File: src/rtl/z88_mem_sched.sv
// Slot scheduler for the shared external RAM/ROM port: alternates LCD and Z80 slots of
// CLK_DIV clocks each and runs at most one read/write access per slot.
module z88_mem_sched #(
   parameter int CLK_DIV = 4,
   parameter int MEM_LAT = 2
) (
   input  logic        clk,
   input  logic        rst_n,
   output logic        clk_ena,
   output logic        bus_ph,
   input  logic        lcd_rden,
   input  logic [21:0] lcd_addr,
   output logic        lcd_vld,
   output logic [7:0]  lcd_rdata,
   input  logic        z80_req,
   input  logic        z80_we,
   input  logic [21:0] z80_addr,
   input  logic [7:0]  z80_wdata,
   output logic        z80_ack,
   output logic [7:0]  z80_rdata,
   output logic [21:0] mem_addr,
   output logic        mem_ce_n,
   output logic        mem_oe_n,
   output logic        mem_we_n,
   output logic [7:0]  mem_wdata,
   output logic        mem_wdata_oe,
   input  logic [7:0]  mem_rdata
);

   localparam int            TW     = (CLK_DIV > 1) ? $clog2(CLK_DIV) : 1;
   localparam logic [TW-1:0] T_LAST = TW'(CLK_DIV - 1);
   localparam logic [TW-1:0] T_SMP  = TW'(MEM_LAT);

   typedef enum logic [1:0] {S_IDLE, S_ACCESS, S_DONE} state_t;

   state_t        state_q, state_d;
   logic [TW-1:0] t_q;
   logic          bus_ph_q;
   logic          acc_z80_q;
   logic          acc_wr_q;
   logic          slot_end;
   logic          launch_lcd;
   logic          launch_z80;
   logic          launch;
   logic          launch_wr;
   logic          we_on;
   logic          release_acc;

   // Slot timebase: t runs 0..CLK_DIV-1, owner flips on the wrap.
   always_ff @(posedge clk or negedge rst_n) begin
      if (!rst_n) begin
         t_q      <= '0;
         bus_ph_q <= 1'b0;
      end else begin
         t_q <= slot_end ? '0 : t_q + 1'b1;
         if (slot_end) bus_ph_q <= ~bus_ph_q;
      end
   end

   assign slot_end = (t_q == T_LAST);
   assign clk_ena  = slot_end;
   assign bus_ph   = bus_ph_q;

   // Requests are sampled on the edge that opens a slot, so strobes are live during t=0.
   // bus_ph_q is still the owner of the closing slot here.
   assign launch_lcd = slot_end &  bus_ph_q & lcd_rden;
   assign launch_z80 = slot_end & ~bus_ph_q & z80_req;
   assign launch     = (state_q != S_ACCESS) & (launch_lcd | launch_z80);
   assign launch_wr  = launch_z80 & z80_we;

   always_ff @(posedge clk or negedge rst_n) begin
      if (!rst_n) state_q <= S_IDLE;
      else        state_q <= state_d;
   end

   // DONE may coincide with t=CLK_DIV-1 when MEM_LAT=CLK_DIV-2, so it can relaunch directly.
   always_comb begin
      state_d = state_q;
      case (state_q)
         S_IDLE:   if (launch) state_d = S_ACCESS;
         S_ACCESS: if (t_q == T_SMP) state_d = S_DONE;
         S_DONE:   state_d = launch ? S_ACCESS : S_IDLE;
         default:  state_d = S_IDLE;
      endcase
   end

   always_comb begin
      lcd_vld     = 1'b0;
      z80_ack     = 1'b0;
      we_on       = 1'b0;
      release_acc = 1'b0;
      case (state_q)
         S_ACCESS: begin
            we_on       = acc_wr_q & (t_q == '0);
            release_acc = (t_q == T_SMP);
         end
         S_DONE: begin
            lcd_vld = ~acc_z80_q;
            z80_ack =  acc_z80_q;
         end
         default: ;
      endcase
   end

   // Memory-side registers; response data lands on the same edge the response pulse rises.
   always_ff @(posedge clk or negedge rst_n) begin
      if (!rst_n) begin
         acc_z80_q    <= 1'b0;
         acc_wr_q     <= 1'b0;
         mem_addr     <= '0;
         mem_ce_n     <= 1'b1;
         mem_oe_n     <= 1'b1;
         mem_we_n     <= 1'b1;
         mem_wdata    <= '0;
         mem_wdata_oe <= 1'b0;
         lcd_rdata    <= '0;
         z80_rdata    <= '0;
      end else begin
         if (launch) begin
            acc_z80_q <= launch_z80;
            acc_wr_q  <= launch_wr;
            mem_addr  <= launch_z80 ? z80_addr : lcd_addr;
            mem_ce_n  <= 1'b0;
            mem_oe_n  <= launch_wr;
            if (launch_wr) begin
               mem_wdata    <= z80_wdata;
               mem_wdata_oe <= 1'b1;
            end
         end
         if (we_on) mem_we_n <= 1'b0;
         if (release_acc) begin
            mem_ce_n     <= 1'b1;
            mem_oe_n     <= 1'b1;
            mem_we_n     <= 1'b1;
            mem_wdata_oe <= 1'b0;
            if (!acc_wr_q) begin
               if (acc_z80_q) z80_rdata <= mem_rdata;
               else           lcd_rdata <= mem_rdata;
            end
         end
      end
   end

endmodule

File: config.mk
export PLATFORM = sky130hd
export DESIGN_NAME = z88_mem_sched
export DESIGN_NICKNAME = d
export VERILOG_FILES = /design/src/rtl/z88_mem_sched.sv
export SDC_FILE = /design/constraint.sdc
export NUM_CORES = 1
export LEC_CHECK = 0
export CAP_MARGIN = 20
export CORE_MARGIN = 3
export CORE_UTILIZATION = 38
export CTS_BUF_LIST = sky130_fd_sc_hd__clkbuf_4 sky130_fd_sc_hd__clkbuf_8
export DETAILED_ROUTE_END_ITERATION = 12
export PLACE_DENSITY_LB_ADDON = 0.12
export SETUP_SLACK_MARGIN = 0.5
export SLEW_MARGIN = 10
export SYNTH_ARGS = -nofsm -noshare
export SYNTH_HDL_FRONTEND = slang
export SYNTH_SLANG_ARGS = --single-unit
File: constraint.sdc
create_clock -name clk -period 1.6 [get_ports clk]
set_input_delay 0.32 -clock clk [delete_from_list [all_inputs] [get_ports clk]]
set_output_delay 0.32 -clock clk [all_outputs]
set_load 0.02 [all_outputs]
; Yosys cells after proc, flatten, opt, wreduce, memory -nomap -nowiden
; Index checks and enable logic that the tools add are counted.
; Widths: inputs -> output; s select.
[totals]
wordCells = 61
register_bits = 57
out_inout_bits = 54
input_bits = 65
[classes]
n_addsub = 1
n_reduce_logical = 10
bitwise_logic = 11
n_eq_ne = 7
muxes = 19
[ops]
columns = cell, n
row1 = $mux 22, 1
row2 = $mux 1, 14
row3 = $and 1x1->1, 7
row4 = $eq 2x2->1 const B, 3
row5 = $mux 2, 3
row6 = $pmux 2 s3, 1
row7 = $reduce_and 2->1, 3
row8 = $reduce_and 3->1, 2
row9 = $reduce_bool 2->1, 3
row10 = $logic_not 2->1, 2
row11 = $ne 2x2->1 const B, 2
row12 = $not 1->1, 3
row13 = $add 2x1->2 const B, 1
row14 = $eq 2x1->1 const B, 1
row15 = $ne 2x1->1 const B, 1
row16 = $or 1x1->1, 1

; Logic depth before layout (Yosys ltp)
[logic_depth]
ltp_word = 7
depth_mapped = 6
ltp_nobuf = 6

; Worst setup path before layout
; Ideal clock, no wire load.
[synth_timing]
path_kind = register to register
startpoint = register t_q[0]
endpoint = register mem_wdata[1]
n_path_buf = 1
t_arrival_ns = 1.518
required_ns = 1.475
slack_ns = -0.043
path_stages_with_launch = 5
setup_time_ns = 0.125
synth_period_minus_slack_ns = 1.643
cell_sequence = dfrtp_1 -> ha_1 -> and4_1 -> buf_4 -> mux2_2
[synth_via]
elab_chain_cells = 6
word_cells_on_any_way = 9
classes_between = 1 x eq/ne / 7 x bitwise / 1 x reduce/logical
[synth_rtl]
columns = item, line
row1 = from (decl), 37  ; logic [TW-1:0] t_q;
row2 = from (signal assigned), 55  ; t_q <= slot_end ? '0 : t_q + 1'b1;
row3 = $eq 2x2->1 (*), 60  ; assign slot_end = (t_q == T_LAST);
row4 = via clk_ena, 9  ; output logic clk_ena,
row5 = "$and 1x1->1, on equally long branches (2 in series)", "66, 67"
row6 = $or 1x1->1, 68  ; assign launch = (state_q != S_ACCESS) & (launch_lcd | launch_z80);
row7 = $and 1x1->1, 68
row8 = $reduce_and 2->1 (no source line) (*), --
row9 = to (signal assigned), 126  ; mem_wdata <= z80_wdata;
row10 = to (decl), 25  ; output logic [7:0] mem_wdata,
; The timed path passes the listed nets; every way through them passes the cells marked *.
; A chain may end at the register's enable or synchronous reset.

; Worst setup path after layout
[layout_timing]
startpoint = register t_q[0]
endpoint = register mem_addr[21]
[layout_via]
elab_chain_cells = 5
word_cells_on_any_way = 8
classes_between = 1 x eq/ne / 1 x mux / 6 x bitwise
[layout_rtl]
columns = item, line
row1 = $eq 2x2->1 (*), 60
row2 = "$and 1x1->1, on equally long branches (2 in series)", "66, 67"
row3 = $or 1x1->1, 68
row4 = $and 1x1->1, 68
row5 = to (signal assigned), 122  ; mem_addr <= launch_z80 ? z80_addr : lcd_addr;
row6 = to (decl), 21  ; output logic [21:0] mem_addr,
; Mark *: on every way between the ends. The rest lies on a longest branch, timed or not.

==> impl_metrics.ini <==
[logic_synthesis]
yosysSeqAreaShare_pct = 56.3
ys_ff_latch = 57
syn_avg_cell_area_um2 = 16.0
synth_top_area_share_pct = 53.2
yosysWarnings = 0
synth_area_leaders = dfrtp_1, mux2_2, mux2_4
yosysTopAreaCell = dfrtp_1
ys_types = 29
syn_area_um2 = 2540
syn-num-nets = 227
netlist_instances = 159

[power_and_ir_drop]
p_sw_share_pct = 25.2
internal-power_w = 0.00335
p_leak_nw = 2.18
seqPwrFrac_pct = 39.2
clkPwrFrac_pct = 33.7
p_per_area_nw_per_um2 = 971
ir_drop_uv = 463
switching_power_w = 0.00113
combPwrFrac_pct = 27.1

[global_route]
grt_first_pass_wirelength_um = 10300
antenna_found_initial = 0
grt_pass1_vias = 2140
overflow = 0
grt_max_degree = 22
grt_usage_pct = 17.4

[layout]
final_area_um2 = 4600
n_antenna_cell = 0
layout_common_cells = clkdlybuf4s50_1, buf_6, dfrtp_1
nets = 393
layout_commonest_cell = clkdlybuf4s50_1
final_core_utilization_pct = 71.7
drive_gt1_share_pct = 60.6
area_delta_synth_final_pct = 81.3

[run_status]
status = completed

[clock_network]
cts_root_buffer = clkbuf_8
clock_path_buffers = 2
clock_latency_ns = 0.32
cts_max_level = 3
cts_tree = built
clock-sinks = 57
numCtsBuffers = 9
clk_pin_slew_ns = 0.07

[sta]
slew_viol_final = 0
worst_pin_slew_ns = 0.311
finalCritPeriodShare_pct = 98.9
relSlewSlack_pct = 79.2
tns_ns = 0
finClkSkew_ns = 0.00906
rsz0062_at_grt = true
finalHoldViolCount = 0
setup-violations-final = 0
timing.fmax_mhz = 632
fin_crit_ns = 1.58

[critical_path]
path_depth = 6
slowest_stage = dfrtp_1
reg2reg_from = t_q[0]
critical_path.startpoint_type = flip-flop
path_cells = buf_4, ha_4, buf_4, nand3_4, buf_12, mux2_4
reg2reg_depth = 6
startpoint = t_q[0]
cpMostUsedCell = buf_4
critPathCaptureType = flip-flop
setup.worst_path.class = flip-flop to flip-flop
required_ns = 1.80
timing.critical_path.buf_inv = 3
arrival_ns = 1.79
cpLargestDelayFamily = buffers and inverters
crit_path_end = mem_addr[21]
r2r_slack_ns = 0.02
cp_max_fo = 15
slowest_delay_ns = 0.39
rr_endpoint = mem_addr[21]

[min_path]
hold_class = primary input to async pin

[placement]
place_area_um2 = 3990
place_congestion = 0.687
dpl.hpwl_um = 4510
portBuffers = 118

[route]
drt_first_pass_iters = 4
drtAntennaViolNets = 0
drc = 0
drt-initial-drc-count = 22
detail_route.wl_per_cell_um = 15.6
via_per_inst = 4.68
drt-total-wl_um = 6360
via_count = 1905

[floorplan]
die_w_um = 87.8
start_util_pct = 39.5
die-area_um2 = 7700
std_cell_rows = 29
fp.dieH_um = 87.8
fp.coreArea_um2 = 6420
pin_count = 119

[run]
cap_violations = 0
-- layout make-up --
class	count	area, um2
Clock buffer	11	151
Tap cell	77	96.3
Sequential cell	57	1430
Timing Repair Buffer	159	1660
Inverter	3	11.3
Multi-Input combinational cell	95	1180
Fill cell	448	1820
Clock inverter	5	77.6
-- repair_timing --
action	in CTS	in global routing
pin swaps	3	3
cloned	1	1
setup endpoints to repair	107	124
hold endpoints to repair	17	0
gates resized for setup	339	10
hold buffers	1	0
setup buffers	16	9
-- metrics by stage --
stage / setup WS [ns] / power, W / instances / hold WS (ns)
after global placement: -0.321 / 0.00278 / 363 / 0.317
after global routing: -0.0455 / 0.00468 / 407 / 0.483
after CTS: 0.00866 / 0.00447 / 397 / 0.490
after floorplan: 0.0563 / 0.00220 / 159 / 0.0244
after detailed placement: -0.341 / 0.00280 / 363 / 0.317
final: 0.0178 / 0.00447 / 407 / 0.448
-- registers in the layout (all words and copies together) (netlist names) --
signal        cells
mem_addr         22
lcd_rdata         8
mem_wdata         8
z80_rdata         8
state_q           2
t_q               2
acc_wr_q          1
acc_z80_q         1
bus_ph            1
mem_ce_n          1
mem_oe_n          1
mem_wdata_oe      1
mem_we_n          1
-- synthesized netlist by cell type (all sizes together) --
library cell	instances
nor3b	1
and4	1
nand3	1
nor3	1
mux2	69
a32o	1
buf	5
nand2	3
xor2	1
nor2b	1
and3b	1
nand3b	2
o22ai	1
a21o	2
nand2b	2
dfstp	3
inv	3
o21a	1
ha	3
nor2	1
a211o	1
o21ai	1
dfrtp	54
-- worst min path at each step --
stage | endpoint | slack [ns] | depth (start not counted)
finish | z80_rdata[2] | 0.45 | 2
global route | z80_rdata[2] | 0.48 | 2
CTS | mem_we_n | 0.49 | 2
detailed placement | z80_rdata[2] | 0.32 | 1
global placement | z80_rdata[6] | 0.32 | 1
floorplan | acc_wr_q | 0.02 | 0
-- power by group through the flow --
stage | logic (W) | registers, W | clock network, W
CTS | 0.00117 | 0.00175 | 0.00154
detailed placement | 0.00106 | 0.00174 | 0
floorplan | 0.000249 | 0.00195 | 0
global route | 0.00129 | 0.00177 | 0.00162
finish | 0.00121 | 0.00175 | 0.00151
global placement | 0.00105 | 0.00173 | 0
-- routing by layer --
| metal | vias to the layer above | wire length, um | track usage, % |
|---|---|---|---|
| met5 | - | 0 | 0 |
| met4 | 0 | 48 | 6.28 |
| met1 | 929 | 2620 | 21.7 |
| met2 | 70 | 3260 | 28.4 |
| li1 | 902 | - | - |
| met3 | 4 | 434 | 5.27 |
-- cell families (layout without fill, tap and decap cells) --
| logic type | count (synthesis) | in the layout | synth area share [%] |
|---|---|---|---|
| simple gates | 14 | 15 | 4.68 |
| compound gates | 7 | 7 | 2.07 |
| flops | 57 | 57 | 56.3 |
| fa+ha+maj | 3 | 3 | 1.48 |
| buf+inv | 8 | 178 | 2.02 |
| xor+xnor | 1 | 1 | 0.345 |
| mux | 69 | 69 | 33.1 |
Note: power is estimated with default switching activity, not from simulation.
